**src/rtl/instr_fetch_stage_if.sv**
```systemverilog
// Fetch-stage bus bundle: instruction-memory req/ack port, redirect input
// from execute, and the valid/ready output toward decode.
//   master : the fetch stage (drives imem_req/addr and the id_* buffer outputs)
//   slave  : the environment (memory, execute redirect, decode consumer)
interface instr_fetch_stage_if;
  logic        imem_req;
  logic [31:0] imem_addr;
  logic        imem_ack;
  logic [31:0] imem_data;
  logic        redirect;
  logic [31:0] redirect_pc;
  logic        id_valid;
  logic        id_ready;
  logic [31:0] id_instr;
  logic [31:0] id_pc_plus8;

  modport master (
    output imem_req, imem_addr, id_valid, id_instr, id_pc_plus8,
    input  imem_ack, imem_data, redirect, redirect_pc, id_ready
  );

  modport slave (
    input  imem_req, imem_addr, id_valid, id_instr, id_pc_plus8,
    output imem_ack, imem_data, redirect, redirect_pc, id_ready
  );
endinterface

```
**src/rtl/instr_fetch_stage.sv**
```systemverilog
// Instruction fetch stage. Owns the PC, keeps at most one request
// outstanding to instruction memory (zero-wait or multi-cycle ack), and
// holds each fetched word in a one-entry buffer toward decode. A redirect
// from execute overrides everything: it empties the buffer, reloads the PC
// and, if a request is still in flight, lets it finish with its data dropped.
//   clk   : rising-edge clock
//   reset : asynchronous, active-high
//   bus   : instr_fetch_stage_if.master (imem_*, redirect*, id_*)
module instr_fetch_stage #(
  parameter logic [31:0] InitAddress = 32'h0
) (
  input  logic                   clk,
  input  logic                   reset,
  instr_fetch_stage_if.master    bus
);

  typedef enum logic [1:0] {IDLE, BUSY, SQUASH} state_e;

  state_e      state_q, state_d;
  logic [31:0] pc_q, pc_d;
  logic [31:0] fetch_addr_q, fetch_addr_d;
  logic        valid_q, valid_d;
  logic [31:0] instr_q, instr_d;
  logic [31:0] pc8_q, pc8_d;

  logic        can_issue;
  logic        req;
  logic [31:0] redir_pc;

  // Target is word-aligned; low bits from execute are ignored.
  assign redir_pc = bus.redirect_pc & ~32'h3;

  // A new fetch may only go out if its ack can land in an empty or
  // draining buffer, which keeps one request outstanding at most.
  assign can_issue = !valid_q || bus.id_ready;

  always_comb begin
    req = 1'b0;
    case (state_q)
      IDLE:    req = can_issue && !bus.redirect;
      default: req = 1'b1;  // address must stay held until the ack
    endcase
    if (reset) req = 1'b0;
  end

  assign bus.imem_req    = req;
  assign bus.imem_addr   = (state_q == IDLE) ? pc_q : fetch_addr_q;
  assign bus.id_valid    = valid_q;
  assign bus.id_instr    = instr_q;
  assign bus.id_pc_plus8 = pc8_q;

  always_comb begin
    state_d      = state_q;
    pc_d         = pc_q;
    fetch_addr_d = fetch_addr_q;
    valid_d      = valid_q;
    instr_d      = instr_q;
    pc8_d        = pc8_q;

    if (valid_q && bus.id_ready) valid_d = 1'b0;

    case (state_q)
      IDLE: begin
        if (bus.redirect) begin
          pc_d    = redir_pc;
          valid_d = 1'b0;
        end else if (req) begin
          fetch_addr_d = pc_q;
          if (bus.imem_ack) begin
            valid_d = 1'b1;
            instr_d = bus.imem_data;
            pc8_d   = pc_q + 32'd8;
            pc_d    = pc_q + 32'd4;
          end else begin
            state_d = BUSY;
          end
        end
      end
      BUSY: begin
        if (bus.redirect) begin
          pc_d    = redir_pc;
          valid_d = 1'b0;
          state_d = bus.imem_ack ? IDLE : SQUASH;
        end else if (bus.imem_ack) begin
          valid_d = 1'b1;
          instr_d = bus.imem_data;
          pc8_d   = fetch_addr_q + 32'd8;
          pc_d    = fetch_addr_q + 32'd4;
          state_d = IDLE;
        end
      end
      default: begin  // SQUASH: wait out the stale request, drop its data
        if (bus.redirect) begin
          pc_d    = redir_pc;
          valid_d = 1'b0;
        end
        if (bus.imem_ack) state_d = IDLE;
      end
    endcase
  end

  always_ff @(posedge clk or posedge reset) begin
    if (reset) begin
      state_q      <= IDLE;
      pc_q         <= InitAddress;
      fetch_addr_q <= 32'h0;
      valid_q      <= 1'b0;
      instr_q      <= 32'h0;
      pc8_q        <= 32'h0;
    end else begin
      state_q      <= state_d;
      pc_q         <= pc_d;
      fetch_addr_q <= fetch_addr_d;
      valid_q      <= valid_d;
      instr_q      <= instr_d;
      pc8_q        <= pc8_d;
    end
  end

endmodule

```
**src/flat_wrapper.sv**
```systemverilog
// flat-port wrapper written by rule: the top's interface ports become plain ports
module instr_fetch_stage_flat 
#(
  parameter logic [31:0] InitAddress = 32'h0
)
  (clk, reset, bus_imem_req, bus_imem_addr, bus_id_valid, bus_id_instr, bus_id_pc_plus8, bus_imem_ack, bus_imem_data, bus_redirect, bus_redirect_pc, bus_id_ready);
  instr_fetch_stage_if bus_i ();
  input  logic clk;
  input  logic reset;
  output wire logic [$bits(bus_i.imem_req)-1:0] bus_imem_req;
  output wire logic [$bits(bus_i.imem_addr)-1:0] bus_imem_addr;
  output wire logic [$bits(bus_i.id_valid)-1:0] bus_id_valid;
  output wire logic [$bits(bus_i.id_instr)-1:0] bus_id_instr;
  output wire logic [$bits(bus_i.id_pc_plus8)-1:0] bus_id_pc_plus8;
  input wire logic [$bits(bus_i.imem_ack)-1:0] bus_imem_ack;
  input wire logic [$bits(bus_i.imem_data)-1:0] bus_imem_data;
  input wire logic [$bits(bus_i.redirect)-1:0] bus_redirect;
  input wire logic [$bits(bus_i.redirect_pc)-1:0] bus_redirect_pc;
  input wire logic [$bits(bus_i.id_ready)-1:0] bus_id_ready;
  assign bus_imem_req = bus_i.imem_req;
  assign bus_imem_addr = bus_i.imem_addr;
  assign bus_id_valid = bus_i.id_valid;
  assign bus_id_instr = bus_i.id_instr;
  assign bus_id_pc_plus8 = bus_i.id_pc_plus8;
  assign bus_i.imem_ack = bus_imem_ack;
  assign bus_i.imem_data = bus_imem_data;
  assign bus_i.redirect = bus_redirect;
  assign bus_i.redirect_pc = bus_redirect_pc;
  assign bus_i.id_ready = bus_id_ready;
  instr_fetch_stage #(.InitAddress(InitAddress)) u_core (.clk(clk), .reset(reset), .bus(bus_i));
endmodule
```
**config.mk**
```make
export PLATFORM = sky130hd
export DESIGN_NAME = instr_fetch_stage_flat
export DESIGN_NICKNAME = d
export VERILOG_FILES = /design/src/rtl/instr_fetch_stage_if.sv /design/src/rtl/instr_fetch_stage.sv /design/src/flat_wrapper.sv
export SDC_FILE = /design/constraint.sdc
export NUM_CORES = 1
export LEC_CHECK = 0
export CORE_ASPECT_RATIO = 0.7
export CORE_MARGIN = 8
export CORE_UTILIZATION = 56
export CTS_CLUSTER_SIZE = 24
export DETAILED_ROUTE_END_ITERATION = 6
export PLACE_DENSITY = 0.86
export SYNTH_ARGS = -nofsm -noshare
export SYNTH_HDL_FRONTEND = slang
export SYNTH_SLANG_ARGS = --single-unit
```
**constraint.sdc**
```tcl
create_clock -name clk -period 13.13 [get_ports clk]
set_clock_uncertainty 0.05 [all_clocks]
set_input_delay 2.626 -clock clk [delete_from_list [all_inputs] [get_ports clk]]
set_output_delay 2.626 -clock clk [all_outputs]
set_load 0.02 [all_outputs]
```
==> flow_summary_export.csv <==
group,metric,value,unit
floorplan,die_h,117,um
setup_path,critical_path_class,"in -> out",
cts,clock-sinks,131,
synthesis,synth.distinct_cells,62,
synthesis,synth_warnings,0,
power_and_ir_drop,internal-power,0.00105,W
synthesis,synth_edf_count,0,
cts,clkLatencyLatePin,0.43,ns
setup_path,reg2reg_from,"u_core.state_q[0]$_DFFE_PP0P_",
floorplan,fp.coreArea,14400,um^2
floorplan,start_util,56.3,%
power_and_ir_drop,power.share.switching,38.3,%
min_path,hold_start,"u_core.bus.id_instr[26]$_DFFE_PP0P_",
grt,antenna_found_initial,0,
final_layout,drive_gt1_share,11.0,%
synthesis,synth_nets,1023,
floorplan,dieWidth,160,um
final_layout,antenna_cells,0,
drt,drc,0,
synthesis,ys_top_cells_by_count,"nand2_1 (217), dfrtp_1 (131), clkbuf_1 (64)",
final_layout,fill_cells,1149,
cts,cts_root_buf,"clkbuf_16",
grt,grt_usage,27.6,%
sta,setup_viol,0,
cts,cts-hold-fix-buffers,0,
placed_design,portBuffers,164,
synthesis,yosysMostFrequentCell,"nand2_1",
power_and_ir_drop,power_frac_seq,37.0,%
synthesis,avgSynthCellArea,8.55,um^2
sta,fin_crit_sh,55.4,%
sta,post-route-min-period,7.28,ns
sta,hold_ws,0.425,ns
drt,first_pass_iters,7,
grt,grt_overflow,0,
synthesis,synth_area_leader_cell,"dfrtp_1",
synthesis,yosysTopAreaCellShare,40.3,%
drt,vias,8007,
sta,slew_headroom,26.7,%
sta,rsz0062_at_grt,"no",
placed_design,preCtsSetupSlack,5.90,ns
drt,wl_per_cell,20.3,um
synthesis,async_flop_share,100,%
sta,final_hold_viol_count,0,
power_and_ir_drop,peakVddDrop,0.0982,mV
sta,drv_slew,0,
sta,finalSetupTns,0,ns
synthesis,synth_flop_cell,"dfrtp_1",
cts,cts_tree,"done",
synthesis,yosys_register_bits,131,
setup_path,cp-startpoint,"bus_redirect",
drt,drt-total-wl,25900,um
sta,tightestPinTransition,1.10,ns
sta,fmax,137,MHz
status,status,"finished clean",
power_and_ir_drop,leakagePower,4.34,nW
power_and_ir_drop,p_total,0.00170,W
setup_path,worstPathMaxFanout,41,
grt,grt_pass1_wl,41300,um
power_and_ir_drop,power_frac_comb,34.8,%
setup_path,start_kind,"primary input",
grt,grt_pass1_vias,7730,
grt,grt_max_degree,91,
cts,cts_buffers,17,
synthesis,netlist_area,8130,um^2
sta,setup_ws,5.85,ns
min_path,hp-class,"reg -> reg",
run,maxCapViolations,0,
power_and_ir_drop,p_sw,0.000650,W
floorplan,rows,37,
final_layout,nets,1142,
cts,clockBufferDepth,2,
power_and_ir_drop,power_density,163,nW/um^2
drt,final_antenna_net_count,0,
drt,first_iter_violations,1217,
floorplan,ioPinCount,167,
placed_design,post-dp-hpwl,17900,um
power_and_ir_drop,p_clk_share,28.3,%
setup_path,worst_ep_required_time,10.45,ns
synthesis,synthCells,951,
cts,clk_pin_slew,0.06,ns
cts,cts_resized,0,
final_layout,syn2layout_area_growth,28.2,%
floorplan,dieArea,18700,um^2
setup_path,worst_ep_arrival_time,4.60,ns
placed_design,gp_congestion,0.960,
cts,cts-htree-levels,4,
synthesis,yosysSeqAreaShare,40.3,%
setup_path,critPathCaptureType,"output pin",
synthesis,synth_area_leaders,"dfrtp_1 (40%), nand2_1 (10%), mux2_2 (8.5%)",
final_layout,final_util,72.2,%
drt,vias_per_cell,6.27,
cts,post_cts_buffers,0,
[flip-flops by register name, indices dropped and copies added (netlist names)]
| signal | count |
|---|---|
| u_core.state_q | 2 |
| u_core.bus.id_valid | 1 |
| u_core.fetch_addr_q | 32 |
| u_core.pc_q | 32 |
| u_core.bus.id_instr | 32 |
| u_core.bus.id_pc_plus8 | 32 |
[worst paths after layout]
check / endpoint / slack (ns) / cells after the start
hold / removal: u_core.bus.id_instr[26]$_DFFE_PP0P_ / 0.42 / 2
max in group asynchronous: u_core.bus.id_instr[31]$_DFFE_PP0P_ / 8.82 / 3
setup / recovery: bus_imem_req / 5.85 / 7
setup reg to reg: u_core.bus.id_pc_plus8[27]$_DFFE_PP0P_ / 8.75 / 13
min in group asynchronous: u_core.pc_q[4]$_DFFE_PP0P_ / 2.71 / 2
hold reg to reg: u_core.bus.id_instr[26]$_DFFE_PP0P_ / 0.42 / 2
[per-stage QoR]
stage                     std cells  instance area, um^2
final                          1278                10400
after global routing           1278                10400
after CTS                      1278                10400
after detailed placement       1246                 9830
after global placement         1246                 9830
after floorplan                 951                 8130
[kinds of logic (layout without fill, tap and decap cells)]
family | after synthesis | after routing | synth area share [%]
XOR/XNOR | 65 | 65 | 7.00
buffers and inverters | 88 | 220 | 4.26
flip-flops | 131 | 131 | 40.3
adder cells (fa/ha/maj) | 3 | 3 | 0.462
AND/OR/NAND/NOR | 407 | 407 | 22.8
multiplexers | 95 | 95 | 12.7
AO/OA/AOI/OAI | 162 | 162 | 12.5
[power by group through the flow]
stage / combinational [W] / sequential (W) / clock (W)
finish: 0.000590 / 0.000627 / 0.000480
global route: 0.000633 / 0.000643 / 0.000499
CTS: 0.000590 / 0.000623 / 0.000481
detailed placement: 0.000585 / 0.000630 / 0
global placement: 0.000574 / 0.000622 / 0
floorplan: 0.000321 / 0.000631 / 0
[layer usage]
metal,vias up,GRT usage [%],wire length (um)
met2,557,42.8,11600
met5,-,0,0
met4,0,9.99,690
li1,3593,-,-
met1,3780,37.1,10600
met3,77,7.20,3040
[placed cells by master, fill, tap and decap left out, drive strengths merged, types with 4 or more instances in the layout]
cell | netlist | layout
a31oi | 7 | 7
nand2 | 217 | 217
a221oi | 4 | 4
a22oi | 9 | 9
dfrtp | 131 | 131
o21ai | 58 | 58
xnor2 | 34 | 34
nand4 | 19 | 19
nor3 | 27 | 27
and4 | 5 | 5
clkdlybuf4s50 | 0 | 164
buf | 14 | 14
mux2 | 62 | 62
or3 | 10 | 10
and2 | 4 | 4
xor2 | 31 | 31
nor4 | 16 | 16
nor2b | 5 | 5
o22ai | 4 | 4
nand3 | 28 | 28
a21oi | 37 | 37
or4 | 5 | 5
clkbuf | 64 | 17
clkinv | 1 | 4
inv | 9 | 17
mux2i | 33 | 33
and3 | 8 | 8
nor2 | 51 | 51
a211oi | 5 | 5
o211ai | 11 | 11
[worst max-delay path, cell delays in order]
cell and delay, ns:
clkdlybuf4s50_1 0.45, buf_4 0.41, clkinv_1 0.12, buf_4 0.25, nand2_1 0.09, a21oi_1 0.06
clkdlybuf4s50_1 0.57
[layout make-up]
| class | instances | area [um^2] | area share (%) |
|---|---|---|---|
| flip-flops and latches | 131 | 3280 | 31.4 |
| inverters | 10 | 40.0 | 0.384 |
| clock inverters | 15 | 164 | 1.57 |
| clock buffers | 17 | 425 | 4.08 |
| multi-input cells | 732 | 4530 | 43.4 |
| well taps | 195 | 244 | 2.34 |
| repair buffers | 178 | 1750 | 16.8 |
Power figures use the tool's default switching activity.
